**src/rtl/grpci2_cmd_splitter_if.sv**
```systemverilog
// Command/response bundle around the burst splitter: upstream burst channel (s_*)
// and downstream sub-command channel (m_*). The splitter uses the slave modport.
interface grpci2_cmd_splitter_if;
  logic [3:0]  s_cmd_id;
  logic [7:0]  s_cmd_len;
  logic [63:0] s_cmd_addr;
  logic        s_cmd_valid;
  logic        s_cmd_ready;
  logic [3:0]  s_resp_id;
  logic [7:0]  s_resp_len;
  logic [1:0]  s_resp_err;
  logic        s_resp_valid;
  logic        s_resp_ready;
  logic [3:0]  m_cmd_id;
  logic [7:0]  m_cmd_len;
  logic [63:0] m_cmd_addr;
  logic        m_cmd_valid;
  logic        m_cmd_ready;
  logic [1:0]  m_resp_err;
  logic        m_resp_valid;
  logic        m_resp_ready;

  modport master (
    output s_cmd_id, s_cmd_len, s_cmd_addr, s_cmd_valid, s_resp_ready,
           m_cmd_ready, m_resp_err, m_resp_valid,
    input  s_cmd_ready, s_resp_id, s_resp_len, s_resp_err, s_resp_valid,
           m_cmd_id, m_cmd_len, m_cmd_addr, m_cmd_valid, m_resp_ready
  );

  modport slave (
    input  s_cmd_id, s_cmd_len, s_cmd_addr, s_cmd_valid, s_resp_ready,
           m_cmd_ready, m_resp_err, m_resp_valid,
    output s_cmd_ready, s_resp_id, s_resp_len, s_resp_err, s_resp_valid,
           m_cmd_id, m_cmd_len, m_cmd_addr, m_cmd_valid, m_resp_ready
  );
endinterface

```
**src/rtl/grpci2_cmd_splitter.sv**
```systemverilog
// Splits one burst command into cache-line / 4 KB / MAX_BEATS bounded sub-commands.
// Define GRPCI2_SPLIT_ABORT_EN to stop issuing sub-commands after the first error response.
module grpci2_cmd_splitter #(
  parameter int MAX_BEATS = 16
) (
  input  logic       clk,
  input  logic       rst,
  input  logic [7:0] cacheline_size,
  grpci2_cmd_splitter_if.slave bus
);

  localparam logic [10:0] MAX_W = 11'(MAX_BEATS);

  typedef enum logic [2:0] {IDLE, CALC, ISSUE, WAIT, RESP} state_t;

  state_t      state;
  logic [3:0]  id;
  logic [7:0]  len;
  logic [63:0] addr;
  logic [10:0] rem;
  logic [10:0] chunk;
  logic [1:0]  err_acc;
  logic [63:0] m_cmd_addr_q;

  logic [7:0]  cl_mask;
  logic        cl_en;
  logic [10:0] to_4k;
  logic [10:0] to_cl;
  logic [10:0] chunk_calc;
  logic [10:0] rem_next;
  logic [1:0]  err_next;
  logic        cmd_acc;
  logic        sub_acc;
  logic        last;

  function automatic logic [10:0] min11(input logic [10:0] a, input logic [10:0] b);
    return (a < b) ? a : b;
  endfunction

  // Error codes are ordered by severity, so merging is a plain maximum.
  function automatic logic [1:0] worst_err(input logic [1:0] a, input logic [1:0] b);
    return (a > b) ? a : b;
  endfunction

  always_comb begin
    cl_mask    = cacheline_size - 8'd1;
    cl_en      = (cacheline_size != 8'd0) && ((cacheline_size & cl_mask) == 8'd0);
    to_4k      = 11'd1024 - {1'b0, addr[11:2]};
    to_cl      = {3'b000, cacheline_size} - {3'b000, addr[9:2] & cl_mask};
    chunk_calc = min11(min11(rem, MAX_W), to_4k);
    if (cl_en) chunk_calc = min11(chunk_calc, to_cl);
    rem_next   = rem - chunk;
    err_next   = worst_err(err_acc, bus.m_resp_err);
    cmd_acc    = (state == IDLE) && bus.s_cmd_ready && bus.s_cmd_valid;
    sub_acc    = (state == WAIT) && bus.m_resp_ready && bus.m_resp_valid;
`ifdef GRPCI2_SPLIT_ABORT_EN
    last       = (rem_next == 11'd0) || (bus.m_resp_err != 2'd0);
`else
    last       = (rem_next == 11'd0);
`endif
  end

  assign bus.m_cmd_id   = id;
  assign bus.m_cmd_addr = m_cmd_addr_q;
  assign bus.s_resp_id  = id;
  assign bus.s_resp_len = len;

  // Control: state and every handshake output.
  always_ff @(posedge clk or posedge rst) begin
    if (rst) begin
      state            <= IDLE;
      bus.s_cmd_ready  <= 1'b0;
      bus.s_resp_valid <= 1'b0;
      bus.s_resp_err   <= 2'd0;
      bus.m_cmd_valid  <= 1'b0;
      bus.m_cmd_len    <= 8'd0;
      bus.m_resp_ready <= 1'b0;
    end else begin
      case (state)
        IDLE: begin
          if (cmd_acc) begin
            bus.s_cmd_ready <= 1'b0;
            state           <= CALC;
          end else begin
            bus.s_cmd_ready <= 1'b1;
          end
        end
        CALC: begin
          bus.m_cmd_len   <= 8'(chunk_calc - 11'd1);
          bus.m_cmd_valid <= 1'b1;
          state           <= ISSUE;
        end
        ISSUE: begin
          if (bus.m_cmd_ready) begin
            bus.m_cmd_valid  <= 1'b0;
            bus.m_resp_ready <= 1'b1;
            state            <= WAIT;
          end
        end
        WAIT: begin
          if (sub_acc) begin
            bus.m_resp_ready <= 1'b0;
            if (last) begin
              bus.s_resp_valid <= 1'b1;
              bus.s_resp_err   <= err_next;
              state            <= RESP;
            end else begin
              state <= CALC;
            end
          end
        end
        RESP: begin
          if (bus.s_resp_ready) begin
            bus.s_resp_valid <= 1'b0;
            bus.s_cmd_ready  <= 1'b1;
            state            <= IDLE;
          end
        end
        default: state <= IDLE;
      endcase
    end
  end

  // Datapath: burst context, walked forward one sub-command at a time.
  always_ff @(posedge clk) begin
    if (cmd_acc) begin
      id      <= bus.s_cmd_id;
      len     <= bus.s_cmd_len;
      addr    <= bus.s_cmd_addr;
      rem     <= {3'b000, bus.s_cmd_len} + 11'd1;
      err_acc <= 2'd0;
    end
    if (state == CALC) begin
      chunk        <= chunk_calc;
      m_cmd_addr_q <= addr;
    end
    if (sub_acc) begin
      err_acc <= err_next;
      rem     <= rem_next;
      addr    <= {addr[63:2], 2'b00} + {51'd0, chunk, 2'b00};
    end
  end

endmodule

```
**src/flat_wrapper.sv**
```systemverilog
// flat-port wrapper written by rule: the top's interface ports become plain ports
module grpci2_cmd_splitter_flat 
#(
  parameter int MAX_BEATS = 16
)
  (clk, rst, cacheline_size, bus_s_cmd_id, bus_s_cmd_len, bus_s_cmd_addr, bus_s_cmd_valid, bus_s_resp_ready, bus_m_cmd_ready, bus_m_resp_err, bus_m_resp_valid, bus_s_cmd_ready, bus_s_resp_id, bus_s_resp_len, bus_s_resp_err, bus_s_resp_valid, bus_m_cmd_id, bus_m_cmd_len, bus_m_cmd_addr, bus_m_cmd_valid, bus_m_resp_ready);
  grpci2_cmd_splitter_if bus_i ();
  input  logic clk;
  input  logic rst;
  input  logic [7:0] cacheline_size;
  input wire logic [$bits(bus_i.s_cmd_id)-1:0] bus_s_cmd_id;
  input wire logic [$bits(bus_i.s_cmd_len)-1:0] bus_s_cmd_len;
  input wire logic [$bits(bus_i.s_cmd_addr)-1:0] bus_s_cmd_addr;
  input wire logic [$bits(bus_i.s_cmd_valid)-1:0] bus_s_cmd_valid;
  input wire logic [$bits(bus_i.s_resp_ready)-1:0] bus_s_resp_ready;
  input wire logic [$bits(bus_i.m_cmd_ready)-1:0] bus_m_cmd_ready;
  input wire logic [$bits(bus_i.m_resp_err)-1:0] bus_m_resp_err;
  input wire logic [$bits(bus_i.m_resp_valid)-1:0] bus_m_resp_valid;
  output wire logic [$bits(bus_i.s_cmd_ready)-1:0] bus_s_cmd_ready;
  output wire logic [$bits(bus_i.s_resp_id)-1:0] bus_s_resp_id;
  output wire logic [$bits(bus_i.s_resp_len)-1:0] bus_s_resp_len;
  output wire logic [$bits(bus_i.s_resp_err)-1:0] bus_s_resp_err;
  output wire logic [$bits(bus_i.s_resp_valid)-1:0] bus_s_resp_valid;
  output wire logic [$bits(bus_i.m_cmd_id)-1:0] bus_m_cmd_id;
  output wire logic [$bits(bus_i.m_cmd_len)-1:0] bus_m_cmd_len;
  output wire logic [$bits(bus_i.m_cmd_addr)-1:0] bus_m_cmd_addr;
  output wire logic [$bits(bus_i.m_cmd_valid)-1:0] bus_m_cmd_valid;
  output wire logic [$bits(bus_i.m_resp_ready)-1:0] bus_m_resp_ready;
  assign bus_i.s_cmd_id = bus_s_cmd_id;
  assign bus_i.s_cmd_len = bus_s_cmd_len;
  assign bus_i.s_cmd_addr = bus_s_cmd_addr;
  assign bus_i.s_cmd_valid = bus_s_cmd_valid;
  assign bus_i.s_resp_ready = bus_s_resp_ready;
  assign bus_i.m_cmd_ready = bus_m_cmd_ready;
  assign bus_i.m_resp_err = bus_m_resp_err;
  assign bus_i.m_resp_valid = bus_m_resp_valid;
  assign bus_s_cmd_ready = bus_i.s_cmd_ready;
  assign bus_s_resp_id = bus_i.s_resp_id;
  assign bus_s_resp_len = bus_i.s_resp_len;
  assign bus_s_resp_err = bus_i.s_resp_err;
  assign bus_s_resp_valid = bus_i.s_resp_valid;
  assign bus_m_cmd_id = bus_i.m_cmd_id;
  assign bus_m_cmd_len = bus_i.m_cmd_len;
  assign bus_m_cmd_addr = bus_i.m_cmd_addr;
  assign bus_m_cmd_valid = bus_i.m_cmd_valid;
  assign bus_m_resp_ready = bus_i.m_resp_ready;
  grpci2_cmd_splitter #(.MAX_BEATS(MAX_BEATS)) u_core (.clk(clk), .rst(rst), .cacheline_size(cacheline_size), .bus(bus_i));
endmodule
```
**config.mk**
```make
export PLATFORM = sky130hd
export DESIGN_NAME = grpci2_cmd_splitter_flat
export DESIGN_NICKNAME = d
export VERILOG_FILES = /design/src/rtl/grpci2_cmd_splitter_if.sv /design/src/rtl/grpci2_cmd_splitter.sv /design/src/flat_wrapper.sv
export SDC_FILE = /design/constraint.sdc
export NUM_CORES = 1
export LEC_CHECK = 0
export BUFFER_PORTS_ARGS = -buffer_cell sky130_fd_sc_hd__buf_4
export CAP_MARGIN = 10
export CORE_ASPECT_RATIO = 0.75
export CORE_MARGIN = 4
export CORE_UTILIZATION = 61
export CTS_BUF_LIST = sky130_fd_sc_hd__clkbuf_16
export CTS_CLUSTER_DIAMETER = 80
export CTS_CLUSTER_SIZE = 40
export DETAILED_ROUTE_END_ITERATION = 8
export GPL_TIMING_DRIVEN = 0
export PLACE_DENSITY = 0.95
export SLEW_MARGIN = 20
export SYNTH_ARGS = -nofsm -noshare
export SYNTH_HDL_FRONTEND = slang
export SYNTH_SLANG_ARGS = --single-unit
```
**constraint.sdc**
```tcl
create_clock -name clk -period 13.2 [get_ports clk]
set_clock_uncertainty 0.05 [all_clocks]
set_input_delay 1.32 -clock clk [delete_from_list [all_inputs] [get_ports clk]]
set_output_delay 1.32 -clock clk [all_outputs]
set_load 0.1 [all_outputs]
```
# Yosys cells after proc, flatten, opt, wreduce, memory -nomap -nowiden
# Cells that the tools add are included.
# W data, S select, Z words.
# op_classes
addsub,7
magnitude_cmp,4
n_eq_ne,9
muxes,29
bitwise_logic,2
n_reduce_logical,20
# ops
op,n
$mux W64,2
$mux W11,6
$add A64 B13 Y64,1
$lt A11 B11 Y1,2
$and A8 B8 Y8,2
$sub A8 B1 Y8 const B,2
$mux W3,5
$pmux W3 S5,1
$logic_not A11 Y1,1
$lt A11 B5 Y1 const B,1
$sub A11 B10 Y11 const A,1
$sub A11 B11 Y11,1
$reduce_bool A2 Y1,5
$add A8 B1 Y9 const B,1
$sub A8 B8 Y9,1
$logic_not A8 Y1,1
$mux W1,8
$pmux W1 S2,4
$reduce_and A4 Y1,2
$reduce_bool A8 Y1,1
$eq A3 B2 Y1 const B,2
$mux W2,3
$ne A2 B1 Y1 const B,3
$reduce_and A3 Y1,2
7 further kinds,13
# word_totals
regBits,181
word_cells,85

# Logic depth before layout (Yosys ltp)
# Gate-level depths: netlist (run 1).
# logic_depth
ltp_word,8
ltp_mapped,27
mapped_depth_nobuf,25

# Least setup slack after synthesis (run 1)
# No wires, ideal clock.
# synth_path
kind,in2reg
startpoint,input cacheline_size[2]
endpoint,register u_core.bus.m_cmd_len[6] in the netlist's numbering
setup_time_ns,0.125
t_arrival_ns,6.214
setup_slack_ns,6.811
path_stages,26
path_buffers,2
cell_sequence,clkbuf_1 nor3_1 nand2_1 or3_1 ha_1 nand2b_1 ha_1 inv_1 nor3_1 a21oi_1 o21ai_0 a311oi_1 ha_1 and3_1 a221oi_1 o211ai_1 a211oi_1 a21oi_4 buf_4 nand2_1 o21ai_0 ha_1 and3_1 a41oi_1 xor2_1 o21ai_1
# synth_via
elab_chain_len,7
elab_cells_between_ends,11
# synth_lines
item,line,source
from (decl),flat_wrapper.sv:10,input logic [7:0] cacheline_size;
$sub A8 B1 Y8,grpci2_cmd_splitter.sv:46,cl_mask = cacheline_size - 8'd1;
$and A8 B8 Y8,grpci2_cmd_splitter.sv:49,"to_cl = {3'b000, cacheline_size} - {3'b000, addr[9:2] & cl_mask};"
$sub A8 B8 Y9,grpci2_cmd_splitter.sv:49,
$lt A11 B11 Y1,grpci2_cmd_splitter.sv:37,return (a < b) ? a : b;
$mux W11,grpci2_cmd_splitter.sv:37,
$mux W11 (*),grpci2_cmd_splitter.sv:51,"if (cl_en) chunk_calc = min11(chunk_calc, to_cl);"
$sub A8 B1 Y8 (*),grpci2_cmd_splitter.sv:89,bus.m_cmd_len <= 8'(chunk_calc - 11'd1);
to (signal assigned),grpci2_cmd_splitter.sv:89,
to (decl),grpci2_cmd_splitter_if.sv:34,"m_cmd_id, m_cmd_len, m_cmd_addr, m_cmd_valid, m_resp_ready"
# Mark *: on every way between the ends. The rest lies on a longest branch, timed or not.
# A chain may end at the register's enable or synchronous reset.

# Final worst setup path (run 1)
# Ends and elaborated chain as after synthesis.

==> results of run 1 <==
## routing by layer
metal / global-route usage / part of all wire / vias up
met1: 0.4373 / 0.40 / 4338
met2: 0.4846 / 0.45 / 735
li1: - / - / 4080
met5: 0 / 0 / -
met3: 0.07677 / 0.12 / 92
met4: 0.1100 / 0.029 / 0
## per-stage QoR
stage | hold WS [ns] | utilization | power, mW | worst slack [ns] | cells
detailed placement | 0.3672 | 0.7279 | 2.132 | 5.716 | 1401
global route | 0.3916 | 0.7608 | 2.761 | 5.586 | 1432
CTS | 0.3833 | 0.7608 | 2.628 | 6.178 | 1432
global placement | 0.3519 | 0.7233 | 2.073 | 5.941 | 1397
floorplan | 0.3503 | - | 1.795 | 6.811 | 997
finish | 0.3812 | 0.7608 | 2.655 | 6.001 | 1432
## cell families after synthesis
family | count (synthesis) | share of synthesized area
buffers and inverters | 98 | 0.03778
xor gates and xnor gates | 81 | 0.06736
other | 1 | 0.0003561
AOI/OAI and AO/OA | 240 | 0.1466
muxes | 13 | 0.01331
DFF | 181 | 0.5080
and+or+nand+nor | 317 | 0.1520
adders and majority gates | 61 | 0.07461
## power groups by stage
stage	registers (mW)	clock network (mW)	logic, mW
after floorplan	1.29	0	0.506
after global placement	0.946	0	1.13
after detailed placement	0.944	0	1.19
after CTS	0.935	0.489	1.20
after global routing	0.950	0.513	1.30
final	0.941	0.488	1.23
## flip-flops by register name, indices dropped and copies added (netlist names)
register,flops
u_core.bus.m_cmd_len,8
u_core.rem,11
u_core.bus.s_cmd_ready,1
u_core.err_acc,2
u_core.state,3
u_core.bus.m_resp_ready,1
u_core.bus.m_cmd_id,4
u_core.bus.s_resp_len,8
u_core.chunk,11
u_core.addr,64
u_core.bus.m_cmd_addr,64
u_core.bus.s_resp_err,2
u_core.bus.m_cmd_valid,1
u_core.bus.s_resp_valid,1
## final timing paths
| kind | cells past startpoint | slack, ns | from | to |
|---|---|---|---|---|
| setup / recovery | 26 | 6.00 | cacheline_size[2] | u_core.bus.m_cmd_len[6] |
| hold / removal | 0 | 0.38 | u_core.addr[1] | u_core.bus.m_cmd_addr[1] |
| setup reg to reg | 26 | 6.22 | u_core.addr[4] | u_core.bus.m_cmd_len[6] |
| hold reg to reg | 0 | 0.38 | u_core.addr[1] | u_core.bus.m_cmd_addr[1] |
| max in group asynchronous | 2 | 11.73 | rst | u_core.bus.m_cmd_valid |
| min in group asynchronous | 2 | 0.93 | rst | u_core.bus.m_cmd_len[0] |
## layout by cell type, fill, tap and decap left out, types with 10 or more instances in the layout
master,count
o2111ai_1,17
nand2_1,113
nor2b_1,10
clkbuf_16,17
a21oi_1,28
buf_4,190
and2_1,17
o211ai_1,20
nor4_1,12
or3_1,13
mux2i_1,10
and4_1,11
nor2_1,48
nand3_1,21
xnor2_1,32
and3_1,19
nor3_1,13
dfrtp_1,17
clkbuf_1,30
xor2_1,49
o21ai_0,96
nand2b_1,16
edfxtp_1,164
ha_1,58
o21ai_1,10
inv_1,57
## critical path, stage by stage
cell      delay [ns]
buf_4           0.11
clkbuf_1        0.19
nor3_1          0.63
nand2_1         0.14
or3_1           0.36
ha_1            0.27
nand2b_1        0.14
ha_1            0.29
inv_1           0.13
nor3_1          0.08
a21oi_1         0.10
o21ai_0         0.08
a311oi_1        0.50
ha_1            0.36
and3_1          0.20
a221oi_1        0.38
o211ai_1        0.17
a211oi_1        0.41
a21oi_4         0.14
buf_4           0.22
o21ai_0         0.29
ha_1            0.29
nor4b_1         0.26
a41oi_1         0.09
xor2_1          0.22
o21ai_1         0.08
## cell type report
class | instances | area [um^2]
Sequential cell | 181 | 5350
Clock buffer | 17 | 425.4
Tap cell | 215 | 269.0
Fill cell | 1047 | 4038
Multi-Input combinational cell | 718 | 4811
Buffer | 39 | 176.4
Timing Repair Buffer | 189 | 1454
Inverter | 59 | 224.0
Clock inverter | 14 | 130.1
==> results.md, run 1 <==
- Most numerous cell in the Yosys netlist: edfxtp_1
- Setup fix buffers added after clock tree synthesis: 0
- Max-cap check violation count: 0
- Switching power: roughly 1.2 mW
- Power density normalized to cell area: approximately 210 nW/um^2
- Diodes inserted: 0
- Worst slew pin tran: between 0.8 and 0.9 ns
- Post-Synthesis Cell Area: ~11,000 um^2
- Routed WL per cell: roughly 22 um
- Leakage power of the design: roughly 5.2 nW
- Number of global-route vias before repair: between 8,000 and 9,000
- Relative slew slack: 0.4264
- Setup violations, final: 0
- RSZ-0062 raised after global routing: no
- Critical path start-end classification: primary input to register
- Number of flops mapped to enable cells by yosys: between 150 and 200
- Total Neg Setup Slack: 0 ns
- Maximum resistive drop on vdd: between 150 and 200 uV
- Worst Path Arrival: between 7 and 8 ns
- Clock buffer depth: 2
- Post-detail-place hpwl: ~22,000 um
- Total congestion overflow after global routing: 0
- 1st-pass router iterations: 6
- Share of final-layout standard cells stronger than drive strength 1: 0.2079
- Std-Cell Rows: 41
- Detail-routed via count per cell: between 6 and 7
- Area growth syn-to-layout: 21.92%
- Die area: between 15,000 and 20,000 um^2
- Most numerous cell types in the synthesized netlist: edfxtp_1, nand2_1, o21ai_0
- Portion of the clock cycle consumed by the worst path in the final layout: 0.5454
- Cell area after layout: roughly 13,000 um^2
- CTS H-Tree Depth: 4
- Number of sinks handled by clock tree synthesis: roughly 180
- Kind of end point of the critical path: register
- Weighted congestion reported at the end of routability-driven placement: slightly above 0.9
- Internal portion of total power: ~1.4 mW
- Number of synthesized register bits: 181
- Worst path required time: 13.47 ns
- Yosys warning count: 0
- Count of pins over their slew limit: 0
- Share of total power consumed by net switching: 0.4673
- Shortest clock period the worst path allows after layout: slightly above 7 ns
- Initial antenna violation count: 0
- Die Ht: ~120 um
- Iter 0 DRT Violations: around 1,200
- DRT antenna net count: 0
- Area fraction of the dominant cell type after synthesis: 0.4676
- Synth Flop Type: edfxtp_1
- Average footprint of a synthesized cell: 10.62 um^2
- Dominant cells by area after synthesis: edfxtp_1, ha_1, o21ai_0
- Insertion delay of the later-clocked pin in the worst-skew pair: between 0.4 and 0.5 ns
- Initial Utilization: 0.6240
- TritonCTS buffer count: 17
- Category of the worst setup path launch point: primary input
- Top achievable clock speed: 0.1389 GHz
- CTS root buffer: clkbuf_16
- Area of placed instances: roughly 12,000 um^2
- # port buffers: 185
- Remaining DRCs: 0
- Placeable core region: between 15,000 and 20,000 um^2
- Gate count after technology mapping: 992
- All-Layer GR Usage: 0.3131
- Hold Fails Final Rpt: 0
- Post-detailed-routing wire length: 30,830 um
- Proportion of synthesized chip area in sequential cells: 0.5080
- Power share of the clock group: 0.184
- Number of instances resized during post-cts repair: 0
- Pin count of the biggest net entering global routing: 55
- Number of vias after detailed routing: 9,245
- Proportion of power drawn by combinational gates: 0.462
- Total I/O pin count: about 190
- Hold-fix buffers, CTS: 0
- Class of the worst hold path: register to register
- Clock Pin Slew Worst Setup and Hold Paths: 0.07 ns
- Net count, final: between 1,000 and 1,500
- TritonCTS clock tree: yes
- First-pass GRT wire length: between 40,000 and 50,000 um
- Async S/R FF share, synth: 0.09392
- Share of total power in sequential cells: 0.354
- Distinct cells, synth: slightly above 70
- Width of the chip: between 150 and 200 um
- Library cell occupying the most area in the post-synthesis netlist: edfxtp_1
- Largest fanout on the critical path: 10
- Result of the run: finished clean
Note: power is estimated with default switching activity, not from simulation.
==> inputs of run 2 (changes only) <==
--- a/config.mk
+++ b/config.mk
@@ -9,13 +9,13 @@
 export CAP_MARGIN = 10
 export CORE_ASPECT_RATIO = 0.75
 export CORE_MARGIN = 4
-export CORE_UTILIZATION = 61
+export CORE_UTILIZATION = 51
 export CTS_BUF_LIST = sky130_fd_sc_hd__clkbuf_16
 export CTS_CLUSTER_DIAMETER = 80
 export CTS_CLUSTER_SIZE = 40
 export DETAILED_ROUTE_END_ITERATION = 8
 export GPL_TIMING_DRIVEN = 0
-export PLACE_DENSITY = 0.95
+export PLACE_DENSITY = 0.86
 export SLEW_MARGIN = 20
 export SYNTH_ARGS = -nofsm -noshare
 export SYNTH_HDL_FRONTEND = slang
==> constraint.sdc (replaced) <==
create_clock -name clk -period 5.93 [get_ports clk]
set_clock_uncertainty 0.05 [all_clocks]
set_input_delay 0.593 -clock clk [delete_from_list [all_inputs] [get_ports clk]]
set_output_delay 0.593 -clock clk [all_outputs]
set_load 0.1 [all_outputs]
==> run 2 against run 1 <==
Net effect: highest routed layer unchanged; first-iteration DRC count down 1.1%; via count down 3.0%; sequential share of layout area is 1.1 points lower; worst hold slack lost 0.16 ns.
==> results.md, run 2 (synthesized netlist as in run 1, its figures left out) <==
- Clock buffer depth: 2 (unchanged)
- Critical path start-end classification: register to register (was primary input to register)
- Weighted congestion reported at the end of routability-driven placement: 0.9513 (was 0.9345)
- Critical Path, Cell by Cell: nor3_2 > nand2_1 > nor3_2 > nand2_1 > or3_4 > ha_1 > and4_1 > a21o_2 > nor2_4 > buf_6 > mux2i_4 > ha_1 > a21o_1 > o21ai_0 > a21boi_0 > o311ai_2 > o22ai_1 > o31ai_2 > ha_2 > nor4b_1 > a41oi_1 > xor2_1 > o21ai_1
- Number of vias after detailed routing: 8,972 (was 9,245)
- Met3 global-route usage: 0.04799 (was 0.07677)
- Largest fanout on the critical path: 10 (unchanged)
- Pin count of the biggest net entering global routing: 55 (unchanged)
- Maximum resistive drop on vdd: 400.1 uV (was 187.1 uV)
- Std-Cell Rows: 45 (was 41)
- Kind of end point of the critical path: register (unchanged)
- Die Ht: 132.5 um (was 121.8 um)
- Category of the worst setup path launch point: register (was primary input)
- # port buffers: 185 (unchanged)
- Most frequent standard cell in the layout excluding fill and tap cells: buf_4 (unchanged)
- Total I/O pin count: 186 (unchanged)
- TritonCTS clock tree: yes (unchanged)
- Post-detail-place hpwl: 22,150 um (was 22,400 um)
- Initial Utilization: 0.5196 (was 0.6240)
- Remaining DRCs: 0 (unchanged)
- Detail-routed via count per cell: 6.030 (was 6.456)
- Number of global-route vias before repair: 8,650 (was 8,860)
- Placeable core region: 20,270 um^2 (was 16,880 um^2)
- First-pass GRT wire length: 46,530 um (was 47,710 um)
- Cell area after layout: 13,200 um^2 (was 12,840 um^2)
- CTS H-Tree Depth: 4 (unchanged)
- Total power consumption of the routed design: 5.999 mW (was 2.655 mW)
- Diodes inserted: 0 (unchanged)
- Top Usage Layer GRT: met2 (unchanged)
- Worst Path Arrival: 5.99 ns (was 7.47 ns)
- Count of buffer and inverter cells on the critical path: 1 (was 4)
- Post-detailed-routing wire length: 30,310 um (was 30,830 um)
- Hold Fails Final Rpt: 0 (unchanged)
- Total congestion overflow after global routing: 0 (unchanged)
- Family with the most delay on the worst path: compound AO/OA/AOI/OAI gates (unchanged)
- Share of final-layout standard cells stronger than drive strength 1: 0.2390 (was 0.2079)
- TritonCTS buffer count: 17 (unchanged)
- Global routing met1 resource utilization: 0.3772 (was 0.4373)
- Crit Reg-Reg Startpoint: u_core.addr[6] (was u_core.addr[4])
- Top achievable clock speed: 0.1749 GHz
- Max-cap check violation count: 0 (unchanged)
- Initial antenna violation count: 0 (unchanged)
- Power density normalized to cell area: 454.5 nW/um^2 (was 206.8 nW/um^2)
- Leakage power of the design: 5.352 nW (was 5.245 nW)
- 1st-pass router iterations: 5 (was 6)
- Area growth syn-to-layout: 25.34% (was 21.92%)
- Routed WL per cell: 20.37 um (was 21.53 um)
- GR Util met2: 0.3852 (was 0.4846)
- Number of sinks handled by clock tree synthesis: 181 (unchanged)
- Commonest cells after routing, fill and taps aside: buf_4, edfxtp_1, nand2_1 (unchanged)
- DRT antenna net count: 0 (unchanged)
- Setup violations, final: 0 (unchanged)
- Slowest-stage cell, CP: edfxtp_1 (was nor3_1)
- Portion of the clock cycle consumed by the worst path in the final layout: 0.9642
- All-Layer GR Usage: 0.2555 (was 0.3131)
- Result of the run: finished clean (unchanged)
- Total Neg Setup Slack: 0 ns (unchanged)
- Insertion delay of the later-clocked pin in the worst-skew pair: 0.45 ns (was 0.44 ns)
- Fillers: 1,502 (was 1,047)
- Class of the worst hold path: primary input to async pin (was register to register)
- Relative slew slack: 0.4349 (was 0.4264)
- Beginning of the critical path: u_core.addr[6] (was cacheline_size[2])
- Width of the chip: 173.9 um (was 159.7 um)
- Share of the core filled with cells in the final layout: 0.6512 (was 0.7608)
- Clock Pin Slew Worst Setup and Hold Paths: 0.07 ns (about the same)
- Count of pins over their slew limit: 0 (unchanged)
- Largest stage delay on the critical path: 0.49 ns (was 0.63 ns)
- Worst path required time: 6.20 ns (was 13.47 ns)
- Worst slew pin tran: 0.8406 ns (was 0.8526 ns)
- Shortest clock period the worst path allows after layout: approximately 5.7 ns
- Area of placed instances: 12,330 um^2 (was 12,280 um^2)
- CTS root buffer: clkbuf_16 (unchanged)
- Net count, final: 1,370 (was 1,358)
- Die area: 23,040 um^2 (was 19,450 um^2)
- Iter 0 DRT Violations: 1,209 (was 1,223)
run 2: cell types whose count changed in the layout (fill, tap and decap cells not counted), moves of 3 or more:
cell,delta
buf_4,+15
ha_1,-4
buf_2,-3
clkinv_8,+3
inv_1,-3
inv_8,+3
nor3_1,-3
run 2: cell type report:
class	count	area, um^2	area share
Inverter	59	224.0	0.01697
Multi-Input combinational cell	718	4967	0.3763
Tap cell	258	322.8	0.02445
Timing Repair Buffer	204	1569	0.1189
Clock inverter	15	171.4	0.01299
Buffer	36	170.2	0.01289
Sequential cell	181	5350	0.4053
Clock buffer	17	425.4	0.03223
run 2: metal layers:
metal	vias to the layer above	wire, um
met3	61	3053
met4	0	673
li1	4111	-
met2	567	13470
met5	-	0
met1	4233	13120
run 2: path summary, 6_finish.rpt:
kind                                                  to  slack (ns)  cells past startpoint
worst max-delay path             u_core.bus.m_cmd_len[6]        0.21                     23
worst min-delay path             u_core.bus.m_cmd_len[1]        0.22                      2
worst max register to register   u_core.bus.m_cmd_len[6]        0.21                     23
worst min register to register  u_core.bus.m_cmd_addr[1]        0.37                      0
max in group asynchronous                u_core.state[0]        5.15                      2
min in group clk                  u_core.bus.m_cmd_id[0]        0.28                      1
run 2: repair_timing:
| action | CTS | global route |
|---|---|---|
| setup buffers | 3 | 13 |
| endpoints found under the setup margin | 17 | 7 |
| hold endpoints to repair | 0 | 0 |
| resized for setup | 11 | 24 |
| pin swaps | 3 | 10 |
| hold buffers | 0 | 0 |
run 2: per-stage QoR:
stage	hold slack, ns	worst slack (ns)	std cells
detailed placement	0.3566	-0.9586	1443
CTS	0.2314	0.02202	1477
global route	0.2658	-0.09153	1488
global placement	0.3517	-0.7397	1440
floorplan	0.3503	0.1652	997
finish	0.2182	0.2126	1488
run 2: where the power goes:
part           internal (mW)  leakage (nW)  switching, mW
Combinational          0.774          3.35           2.01
Clock                  0.571         0.292          0.564
Sequential              1.84          1.71          0.245
==> inputs of run 3 (changes only) <==
--- a/config.mk
+++ b/config.mk
@@ -5,17 +5,18 @@
 export SDC_FILE = /design/constraint.sdc
 export NUM_CORES = 1
 export LEC_CHECK = 0
+export ABC_AREA = 1
 export BUFFER_PORTS_ARGS = -buffer_cell sky130_fd_sc_hd__buf_4
 export CAP_MARGIN = 10
 export CORE_ASPECT_RATIO = 0.75
 export CORE_MARGIN = 4
-export CORE_UTILIZATION = 51
+export CORE_UTILIZATION = 52
 export CTS_BUF_LIST = sky130_fd_sc_hd__clkbuf_16
 export CTS_CLUSTER_DIAMETER = 80
 export CTS_CLUSTER_SIZE = 40
 export DETAILED_ROUTE_END_ITERATION = 8
 export GPL_TIMING_DRIVEN = 0
-export PLACE_DENSITY = 0.86
+export PLACE_DENSITY = 0.87
 export SLEW_MARGIN = 20
 export SYNTH_ARGS = -nofsm -noshare
 export SYNTH_HDL_FRONTEND = slang
==> run 3 against run 2 <==
Net effect: sequential power increased by 9.6%; clock power about the same; via count increased by 4.1%; sequential share of layout area decreased by 0.43 points; first-iteration DRC count decreased by 0.41%; worst hold slack got worse by 0.0072 ns; area after synthesis increased by 3.3%.
==> results.md, run 3 <==
- Initial antenna violation count: 0 (unchanged)
- Number of sinks handled by clock tree synthesis: 181 (unchanged)
- Share of total power in sequential cells: 0.315 (was 0.347)
- Worst slew pin tran: 0.9276 ns (was 0.8406 ns)
- Smallest setup slack after layout: 0.4590 ns (was 0.2126 ns)
- Proportion of power drawn by combinational gates: 0.528 (was 0.463)
- Final hold slack: 0.2110 ns (was 0.2182 ns)
- Largest fanout on the critical path: 10 (unchanged)
- Share of total power consumed by net switching: 0.5133 (was 0.4693)
- Placeable core region: 20,380 um^2 (was 20,270 um^2)
- Width of the chip: 175.0 um (was 173.9 um)
- Count of pins over their slew limit: 0 (unchanged)
- Clock Pin Slew Worst Setup and Hold Paths: 0.08 ns (was 0.07 ns)
- Number of vias after detailed routing: 9,339 (was 8,972)
- Number of global-route vias before repair: 9,019 (was 8,650)
- Synth Flop Type: edfxtp_1 (unchanged)
- Power share of the clock group: 0.158 (was 0.189)
- Yosys warning count: 0 (unchanged)
- All-Layer GR Usage: 0.2531 (was 0.2555)
- Net count, final: 1,576 (was 1,370)
- Critical path start-end classification: register to register (unchanged)
- Routed WL per cell: 17.17 um (was 20.37 um)
- Area fraction of the dominant cell type after synthesis: 0.4527 (was 0.4676)
- Proportion of synthesized chip area in sequential cells: 0.4918 (was 0.5080)
- Post-detail-place hpwl: 23,590 um (was 22,150 um)
- Leakage power of the design: 5.962 nW (was 5.352 nW)
- Dominant cells by area after synthesis: edfxtp_1, nand2_1, ha_1 (was edfxtp_1, ha_1, o21ai_0)
- Result of the run: finished clean (unchanged)
- Weighted congestion reported at the end of routability-driven placement: 0.9841 (was 0.9513)
- Die area: 23,320 um^2 (was 23,040 um^2)
- First-pass GRT wire length: 46,630 um (was 46,530 um)
- Insertion delay of the later-clocked pin in the worst-skew pair: 0.45 ns (about the same)
- TritonCTS clock tree: yes (unchanged)
- Iter 0 DRT Violations: 1,204 (was 1,209)
- Worst Reg-to-Reg Cells: 32 (was 23)
- Max-cap check violation count: 0 (unchanged)
- Diodes inserted: 0 (unchanged)
- Clock buffer depth: 2 (unchanged)
- Internal portion of total power: 3.526 mW (was 3.184 mW)
- Power density normalized to cell area: 543.1 nW/um^2 (was 454.5 nW/um^2)
- Worst path required time: 6.22 ns (was 6.20 ns)
- Die Ht: 133.3 um (was 132.5 um)
- Total I/O pin count: 186 (unchanged)
- Commonest cells after routing, fill and taps aside: nand2_1, buf_4, inv_1 (was buf_4, edfxtp_1, nand2_1)
- Hold-fix buffers, CTS: 0 (unchanged)
- Slowest-stage cell, CP: edfxtp_1 (unchanged)
- Inst Count DP: 1,686 (was 1,443)
- Top achievable clock speed: 0.1828 GHz (was 0.1749 GHz)
- Switching power: 3.719 mW (was 2.816 mW)
- Initial Utilization: 0.5338 (was 0.5196)
- CTS H-Tree Depth: 4 (unchanged)
- Library cell occupying the most area in the post-synthesis netlist: edfxtp_1 (unchanged)
- Setup WS pre-CTS: 0.5650 ns (was -0.9586 ns)
- Most numerous cell in the Yosys netlist: nand2_1 (was edfxtp_1)
- Most numerous cell types in the synthesized netlist: nand2_1, inv_1, edfxtp_1 (was edfxtp_1, nand2_1, o21ai_0)
- Detail-routed via count per cell: 5.436 (was 6.030)
- Remaining DRCs: 0 (unchanged)
- Total congestion overflow after global routing: 0 (unchanged)
- Family with the most delay on the worst path: simple AND/OR/NAND/NOR gates (was compound AO/OA/AOI/OAI gates)
- Share of final-layout standard cells stronger than drive strength 1: 0.2013 (was 0.2390)
- Share of the core filled with cells in the final layout: 0.6545 (was 0.6512)
- Number of flops mapped to enable cells by yosys: 164 (unchanged)
- 1st-pass router iterations: 6 (was 5)
- Number of synthesized register bits: 181 (unchanged)
- Portion of the clock cycle consumed by the worst path in the final layout: 0.9226 (was 0.9642)
- Class of the worst hold path: primary input to async pin (unchanged)
- Post-Synthesis Cell Area: 10,880 um^2 (was 10,530 um^2)
- Area growth syn-to-layout: 22.62% (was 25.34%)
- RSZ-0062 raised after global routing: no
- Most repeated library cell on the critical path: nand3_1
- Average footprint of a synthesized cell: 8.991 um^2 (was 10.62 um^2)
- Kind of end point of the critical path: register (unchanged)
- DRT antenna net count: 0 (unchanged)
- Hold Fails Final Rpt: 0 (unchanged)
- Number of instances resized during post-cts repair: 0 (was 11)
- Shortest clock period the worst path allows after layout: 5.471 ns (was 5.717 ns)
- Setup violations, final: 0 (unchanged)
- Category of the worst setup path launch point: register (unchanged)
- TritonCTS buffer count: 17 (unchanged)
- Relative slew slack: 0.3734 (was 0.4349)
- CTS root buffer: clkbuf_16 (unchanged)
- Std-Cell Rows: 45 (unchanged)
- Number of standard cells in the layout, taps in and fillers out: 1,718 (was 1,488)
- Maximum resistive drop on vdd: 350.6 uV (was 400.1 uV)
- Gate count after technology mapping: 1,210 (was 992)
- Distinct cells, synth: 54 (was 72)
- Setup fix buffers added after clock tree synthesis: 0 (was 3)
- Stages on worst setup path: 32 (was 23)
- Worst Path Arrival: 5.76 ns (was 5.99 ns)
- Pin count of the biggest net entering global routing: 47 (was 55)
- Async S/R FF share, synth: 0.09392 (unchanged)
- # port buffers: 185 (unchanged)
- Fillers: 1,631 (was 1,502)
- Post-detailed-routing wire length: 29,490 um (was 30,310 um)
- Most frequent standard cell in the layout excluding fill and tap cells: nand2_1 (was buf_4)
- Largest stage delay on the critical path: 0.50 ns (was 0.49 ns)
- Count of buffer and inverter cells on the critical path: 4 (was 1)
run 3: final cells by class:
type / count / area, um^2 / share of cell area
flip-flops and latches: 181 / 5350 / 0.4011
multi-input cells: 842 / 4821 / 0.3614
repair buffers: 189 / 1484 / 0.1112
inverters: 171 / 641.9 / 0.04811
clock buffers: 17 / 425.4 / 0.03189
well taps: 282 / 352.8 / 0.02645
clock inverters: 15 / 160.2 / 0.01201
plain buffers: 21 / 105.1 / 0.007878
run 3: worst reg2reg max path, delay by kind of cell, from the launching register on:
family,cells,cell delay (ns)
AND/OR/NAND/NOR,19,2.14
AO/OA/AOI/OAI,5,1.19
adder cells (fa/ha/maj),4,1.01
flip-flops,1,0.50
buffers and inverters,4,0.46
run 3: final timing paths:
path | startpoint | endpoint | slack [ns]
max | u_core.addr[3] | u_core.bus.m_cmd_len[6] | 0.46
min | rst | u_core.bus.m_cmd_len[3] | 0.21
max reg2reg | u_core.addr[3] | u_core.bus.m_cmd_len[6] | 0.46
min reg2reg | u_core.addr[0] | u_core.bus.m_cmd_addr[0] | 0.38
max in group asynchronous | rst | u_core.bus.m_resp_ready | 5.16
min in group clk | bus_s_cmd_id[3] | u_core.bus.m_cmd_id[3] | 0.28
run 3: power by group through the flow:
stage	Sequential (mW)	Combinational, mW	Clock [mW]
finish	2.28	3.82	1.14
global route	2.32	4.10	1.20
CTS	2.27	3.81	1.15
detailed placement	2.30	3.79	0
global placement	2.35	3.61	0
floorplan	3.67	1.47	0
run 3: logic make-up after synthesis:
logic type | Yosys count | share of synthesized area
mux | 2 | 0.001955
flops | 181 | 0.4918
xor+xnor | 75 | 0.06038
compound gates | 120 | 0.06601
fa+ha+maj | 61 | 0.07223
other cells | 1 | 0.0003447
buf+inv | 192 | 0.06866
simple gates | 578 | 0.2386
run 3: metal layers:
metal | share of wire | vias to the layer above | global-route usage | wire [um]
met2 | 0.43 | 517 | 0.3746 | 12540
li1 | - | 4438 | - | -
met3 | 0.11 | 59 | 0.06780 | 3303
met4 | 0.027 | 0 | 0.08373 | 792
met1 | 0.44 | 4325 | 0.3644 | 12850
met5 | 0 | - | 0 | 0
run 3: metrics by stage:
| stage | instance area, um^2 | setup TNS, ns | power, mW |
|---|---|---|---|
| 2_1_floorplan | 10900 | 0 | 5.140 |
| 3_3_place_gp | 12640 | -12.18 | 5.954 |
| 3_5_place_dp | 12750 | 0 | 6.086 |
| 4_1_cts | 13340 | 0 | 7.231 |
| 5_1_grt | 13340 | 0 | 7.619 |
| 6_report | 13340 | 0 | 7.245 |
